**src/rtl/instruction_fetch_if.sv**
```systemverilog
// Bus between the control unit / instruction memory and the fetch stage.
// The slave modport is the fetch unit. The master modport is the side that
// issues fetch and PC-write requests, answers memory reads and consumes the
// fetched instruction.
interface instruction_fetch_if;
  logic        fetch_start;
  logic        pc_wr;
  logic [15:0] pc_wr_data;
  logic        mem_rd;
  logic [15:0] mem_addr;
  logic        mem_ready;
  logic [15:0] mem_rdata;
  logic [15:0] inst_data;
  logic [15:0] inst_addr;
  logic        inst_valid;
  logic [15:0] pc;
  logic        busy;

  modport slave (
    input  fetch_start, pc_wr, pc_wr_data, mem_ready, mem_rdata,
    output mem_rd, mem_addr, inst_data, inst_addr, inst_valid, pc, busy
  );

  modport master (
    output fetch_start, pc_wr, pc_wr_data, mem_ready, mem_rdata,
    input  mem_rd, mem_addr, inst_data, inst_addr, inst_valid, pc, busy
  );
endinterface

```
**src/rtl/instruction_fetch_unit.sv**
```systemverilog
// Fetch stage of the X-Makina multi-cycle CPU. It owns the program counter,
// runs one word read per fetch request, and latches the returned word into
// the instruction register that feeds the decoder.
module instruction_fetch_unit #(
  parameter logic [15:0] RESET_PC = 16'h0000,
  parameter int          PC_STEP  = 2
) (
  input  logic                clk,
  input  logic                reset,
  instruction_fetch_if.slave  bus
);

  typedef enum logic [1:0] {
    IDLE = 2'd0,
    REQ  = 2'd1,
    DONE = 2'd2
  } state_t;

  localparam logic [15:0] RESET_PC_ALIGNED = RESET_PC & 16'hFFFE;
  localparam logic [15:0] STEP             = 16'(PC_STEP);

  state_t      state;
  logic [15:0] pc_q;
  logic [15:0] inst_data_q;
  logic [15:0] inst_addr_q;
  logic [15:0] pend_pc;
  logic        pend_valid;
  logic [15:0] wr_pc;
  logic [15:0] next_pc;

  assign wr_pc = bus.pc_wr_data & 16'hFFFE;

  // PC to load when the outstanding read completes: a write in the completing
  // cycle beats an earlier pending write, which beats the plain increment.
  always_comb begin
    // NOTE: every always_comb output gets a default first so no path can
    // leave it unassigned and infer a latch.
    next_pc = (pc_q + STEP) & 16'hFFFE;
    if (bus.pc_wr) begin
      next_pc = wr_pc;
    end else if (pend_valid) begin
      next_pc = pend_pc;
    end
  end

  // Fetch sequencer, PC, pending PC write and instruction register.
  always_ff @(posedge clk) begin
    // NOTE: sequential state uses non-blocking assignments only, so every
    // register samples the values from before the edge.
    if (!reset) begin
      state       <= IDLE;
      pc_q        <= RESET_PC_ALIGNED;
      inst_data_q <= 16'h0000;
      inst_addr_q <= 16'h0000;
      pend_pc     <= 16'h0000;
      pend_valid  <= 1'b0;
    end else begin
      case (state)
        IDLE: begin
          // A write alongside fetch_start lands first, so the read sees it.
          if (bus.pc_wr) begin
            pc_q <= wr_pc;
          end
          if (bus.fetch_start) begin
            state <= REQ;
          end
        end
        REQ: begin
          if (bus.mem_ready) begin
            inst_data_q <= bus.mem_rdata;
            inst_addr_q <= pc_q;
            pc_q        <= next_pc;
            pend_valid  <= 1'b0;
            state       <= DONE;
          end else if (bus.pc_wr) begin
            // Keep the address stable mid-read; apply the write on completion.
            pend_pc    <= wr_pc;
            pend_valid <= 1'b1;
          end
        end
        DONE: begin
          if (bus.pc_wr) begin
            pc_q <= wr_pc;
          end
          state <= IDLE;
        end
        default: begin
          state <= IDLE;
        end
      endcase
    end
  end

  // Memory request and status decode straight from the registered state.
  assign bus.mem_rd     = (state == REQ);
  assign bus.mem_addr   = pc_q;
  assign bus.inst_valid = (state == DONE);
  assign bus.busy       = (state != IDLE);
  assign bus.pc         = pc_q;
  assign bus.inst_data  = inst_data_q;
  assign bus.inst_addr  = inst_addr_q;

endmodule
```
**src/flat_wrapper.sv**
```systemverilog
// flat-port wrapper written by rule: the top's interface ports become plain ports
module instruction_fetch_unit_flat 
#(
  parameter logic [15:0] RESET_PC = 16'h0000,
  parameter int          PC_STEP  = 2
)
  (clk, reset, bus_fetch_start, bus_pc_wr, bus_pc_wr_data, bus_mem_ready, bus_mem_rdata, bus_mem_rd, bus_mem_addr, bus_inst_data, bus_inst_addr, bus_inst_valid, bus_pc, bus_busy);
  instruction_fetch_if bus_i ();
  input  logic clk;
  input  logic reset;
  input wire logic [$bits(bus_i.fetch_start)-1:0] bus_fetch_start;
  input wire logic [$bits(bus_i.pc_wr)-1:0] bus_pc_wr;
  input wire logic [$bits(bus_i.pc_wr_data)-1:0] bus_pc_wr_data;
  input wire logic [$bits(bus_i.mem_ready)-1:0] bus_mem_ready;
  input wire logic [$bits(bus_i.mem_rdata)-1:0] bus_mem_rdata;
  output wire logic [$bits(bus_i.mem_rd)-1:0] bus_mem_rd;
  output wire logic [$bits(bus_i.mem_addr)-1:0] bus_mem_addr;
  output wire logic [$bits(bus_i.inst_data)-1:0] bus_inst_data;
  output wire logic [$bits(bus_i.inst_addr)-1:0] bus_inst_addr;
  output wire logic [$bits(bus_i.inst_valid)-1:0] bus_inst_valid;
  output wire logic [$bits(bus_i.pc)-1:0] bus_pc;
  output wire logic [$bits(bus_i.busy)-1:0] bus_busy;
  assign bus_i.fetch_start = bus_fetch_start;
  assign bus_i.pc_wr = bus_pc_wr;
  assign bus_i.pc_wr_data = bus_pc_wr_data;
  assign bus_i.mem_ready = bus_mem_ready;
  assign bus_i.mem_rdata = bus_mem_rdata;
  assign bus_mem_rd = bus_i.mem_rd;
  assign bus_mem_addr = bus_i.mem_addr;
  assign bus_inst_data = bus_i.inst_data;
  assign bus_inst_addr = bus_i.inst_addr;
  assign bus_inst_valid = bus_i.inst_valid;
  assign bus_pc = bus_i.pc;
  assign bus_busy = bus_i.busy;
  instruction_fetch_unit #(.RESET_PC(RESET_PC), .PC_STEP(PC_STEP)) u_core (.clk(clk), .reset(reset), .bus(bus_i));
endmodule
```
**config.mk**
```make
export PLATFORM = sky130hd
export DESIGN_NAME = instruction_fetch_unit_flat
export DESIGN_NICKNAME = d
export VERILOG_FILES = /design/src/rtl/instruction_fetch_if.sv /design/src/rtl/instruction_fetch_unit.sv /design/src/flat_wrapper.sv
export SDC_FILE = /design/constraint.sdc
export NUM_CORES = 1
export LEC_CHECK = 0
export BUFFER_PORTS_ARGS = -buffer_cell sky130_fd_sc_hd__clkbuf_2
export CAP_MARGIN = 20
export CORE_MARGIN = 10
export CORE_UTILIZATION = 49
export DETAILED_ROUTE_END_ITERATION = 16
export PLACE_DENSITY = 0.79
export SLEW_MARGIN = 20
export SYNTH_ARGS = -nofsm -noshare
export SYNTH_HDL_FRONTEND = slang
export SYNTH_SLANG_ARGS = --single-unit
```
**constraint.sdc**
```tcl
create_clock -name clk -period 1.9 [get_ports clk]
set_clock_uncertainty 0.05 [all_clocks]
set_input_delay 0.38 -clock clk [delete_from_list [all_inputs] [get_ports clk]]
set_output_delay 0.38 -clock clk [all_outputs]
set_load 0.03 [all_outputs]
```
==> results.yml <==
detailed_routing:
  finalWirelength_um: 8150
  vias_per_cell: 5.51
  firstDrtPassIters: 5
  wl_per_cell_um: 16.3
  vias: 2757
  drtIter0Drc: 233
  antenna_left: 0
  drcViolationCount: 0
place:
  post_dp_cell_area_sq_um: 3440
  placed_cells: 484
  place_hpwl_um: 6030
  gp_congestion: 0.856
  io_buffers: 99
critical_path:
  crit_type: "reg -> reg"
  startpoint_type: "register"
  path_buf_inv: 2
  crit_path_max_fanout: 7
  slowest_stage: "nor2_1"
  path_delay_family: "simple AND/OR/NAND/NOR gates"
  arrival_ns: 1.97
  critPathRequiredTime_ns: 2.10
  cp_slowest_stage_delay_ns: 0.40
  path_cells: "and3b_1 > buf_4 > nor2_1 > buf_12 > a21oi_1 > a211oi_1"
  cp-end-kind: "register"
timing:
  hold_slack_ns: 0.200
  fmax_mhz: 564
  slew_headroom_pct: 53.4
  worst_pin_slew_ns: 0.697
  fin_crit_sh_pct: 93.2
  setup_viol: 0
  rsz0062_at_grt: "false"
  drv_slew: 0
  final_hold_viol_count: 0
  min_period_ns: 1.77
yosys:
  syn_avg_cell_area_sq_um: 8.85
  synth-main-ff-cell: "dfxtp_1"
  synthArstFlopShare_pct: 0
  synthTopCellsByArea: "dfxtp_1 44%, a22o_1 9.3%, nand2_1 6.0%"
  synth_common_cells: "64 x dfxtp_1, 47 x nand2_1, 31 x a22o_1"
  synth_edf_count: 0
  synth.most_common_cell: "dfxtp_1"
  ys_ff_latch: 64
  seq_area_frac_synth_pct: 43.9
  ys_warn_count: 0
  synth_area_leader_cell: "dfxtp_1"
  synthCells: 330
  syn_area_sq_um: 2920
  synth.top_cell.area_share_pct: 43.9
  ys_types: 53
finish:
  n_antenna_cell: 0
  areaGrowthSynthToFinish_pct: 25.2
  postLayoutCoreUtil_pct: 62.5
  nets: 458
  fin_cells: 500
  drive_above_1_share_pct: 33.9
  stdcell_area_sq_um: 3660
die:
  row_count: 28
  ios: 104
  die_h_um: 97.2
  die_w_um: 97.2
  dieArea_sq_um: 9450
  core_sq_um: 5850
  initial_core_util_pct: 49.9
grt:
  grt_usage_pct: 16.4
  antenna_found_initial: 0
  grt_overflow: 0
  grt_pass1_vias: 2660
  grt_first_pass_wirelength_um: 13100
  grt_max_degree: 32
clock_network:
  cts_buffers: 9
  path_clk_slew_ns: 0.07
  clk_latency_ns: 0.33
  clockRootBuffer: "clkbuf_8"
  cts_buffer_depth: 2
  cts_tree: "done"
  clock-sinks: 64
  htree_levels: 3
  postCtsSetupBuffers: 0
power:
  total_power_uw: 3310
  leakage_uw: 0.00160
  ir_drop_uv: 469
  power_density_nw_per_um2: 905
hold_path:
  hold_path.class: "in -> reg"
outcome:
  status: "completed"
flow_run:
  cap_violations: 0
==> metal layers <==
metal / wire (um) / vias up / track usage, %
met2: 3960 / 104 / 27.8
met4: 145 / 0 / 6.26
met3: 637 / 17 / 5.48
li1: - / 1343 / -
met1: 3400 / 1293 / 18.7
met5: 0 / - / 0
==> timing repair <==
action	in CTS	in global routing
hold buffers	0	0
resized for setup	0	1
setup endpoints to repair	0	1
==> cell type report <==
class / count / area (sq um)
Multi-Input combinational cell: 216 / 1370
Inverter: 8 / 30.0
Tap cell: 75 / 93.8
Fill cell: 501 / 2190
Clock buffer: 13 / 149
Sequential cell: 64 / 1280
Clock inverter: 3 / 65.1
Timing Repair Buffer: 121 / 673
==> kinds of logic (layout without fill, tap and decap cells) <==
logic type / Yosys count / in the layout / synth area share [%]
AOI/OAI and AO/OA: 97 / 97 / 23.6
xor gates and xnor gates: 3 / 3 / 0.900
adders and majority gates: 1 / 1 / 0.428
buffers and inverters: 52 / 145 / 9.98
DFF: 64 / 64 / 43.9
muxes: 12 / 12 / 4.20
other: 1 / 3 / 0.128
and+or+nand+nor: 100 / 100 / 16.9
==> final timing paths <==
kind	depth (start not counted)	slack (ns)	endpoint	from
setup reg to reg	6	0.13	u_core.bus.mem_addr[5]$_SDFFE_PN0P_	u_core.state[1]$_SDFFE_PN0P_
hold reg to reg	2	0.40	u_core.pend_pc[10]$_SDFFE_PN0P_	u_core.pend_pc[10]$_SDFFE_PN0P_
hold / removal	2	0.20	u_core.bus.inst_data[1]$_SDFFE_PN0P_	bus_mem_rdata[1]
setup / recovery	6	0.13	u_core.bus.mem_addr[5]$_SDFFE_PN0P_	u_core.state[1]$_SDFFE_PN0P_
==> stage by stage <==
stage	setup TNS [ns]	setup WS, ns
after global routing	0	0.0349
after floorplan	0	0.112
after CTS	0	0.116
after global placement	-3.86	-0.126
final	0	0.128
after detailed placement	0	0.00734
==> power by group <==
part           internal, uW  switching, uW  leakage, uW
clock network           775            499     0.000108
logic                   198            375     0.000973
registers              1400           66.6     0.000521
==> state kept, by name (all words and copies together), names as in the netlist <==
signal and flops:
u_core.bus.inst_data 16, u_core.bus.inst_addr 15, u_core.bus.mem_addr 15, u_core.pend_pc 15
u_core.state 2, u_core.pend_valid 1
==> worst register-to-register path, stage by stage, from the launching register on <==
cell	delay (ns)
dfxtp_1	0.34
and3b_1	0.27
buf_4	0.17
nor2_1	0.40
buf_12	0.18
a21oi_1	0.04
a211oi_1	0.24
==> placed cells by master, fill, tap and decap left out, drive strengths merged, types with 8 or more instances in the layout <==
cell	instances
o21ai	10
dfxtp	64
a22o	31
nand2	47
inv	8
clkbuf	112
a21oi	29
mux2i	10
buf	22
nor2	14
No activity file was read; power rests on OpenSTA's default activity.
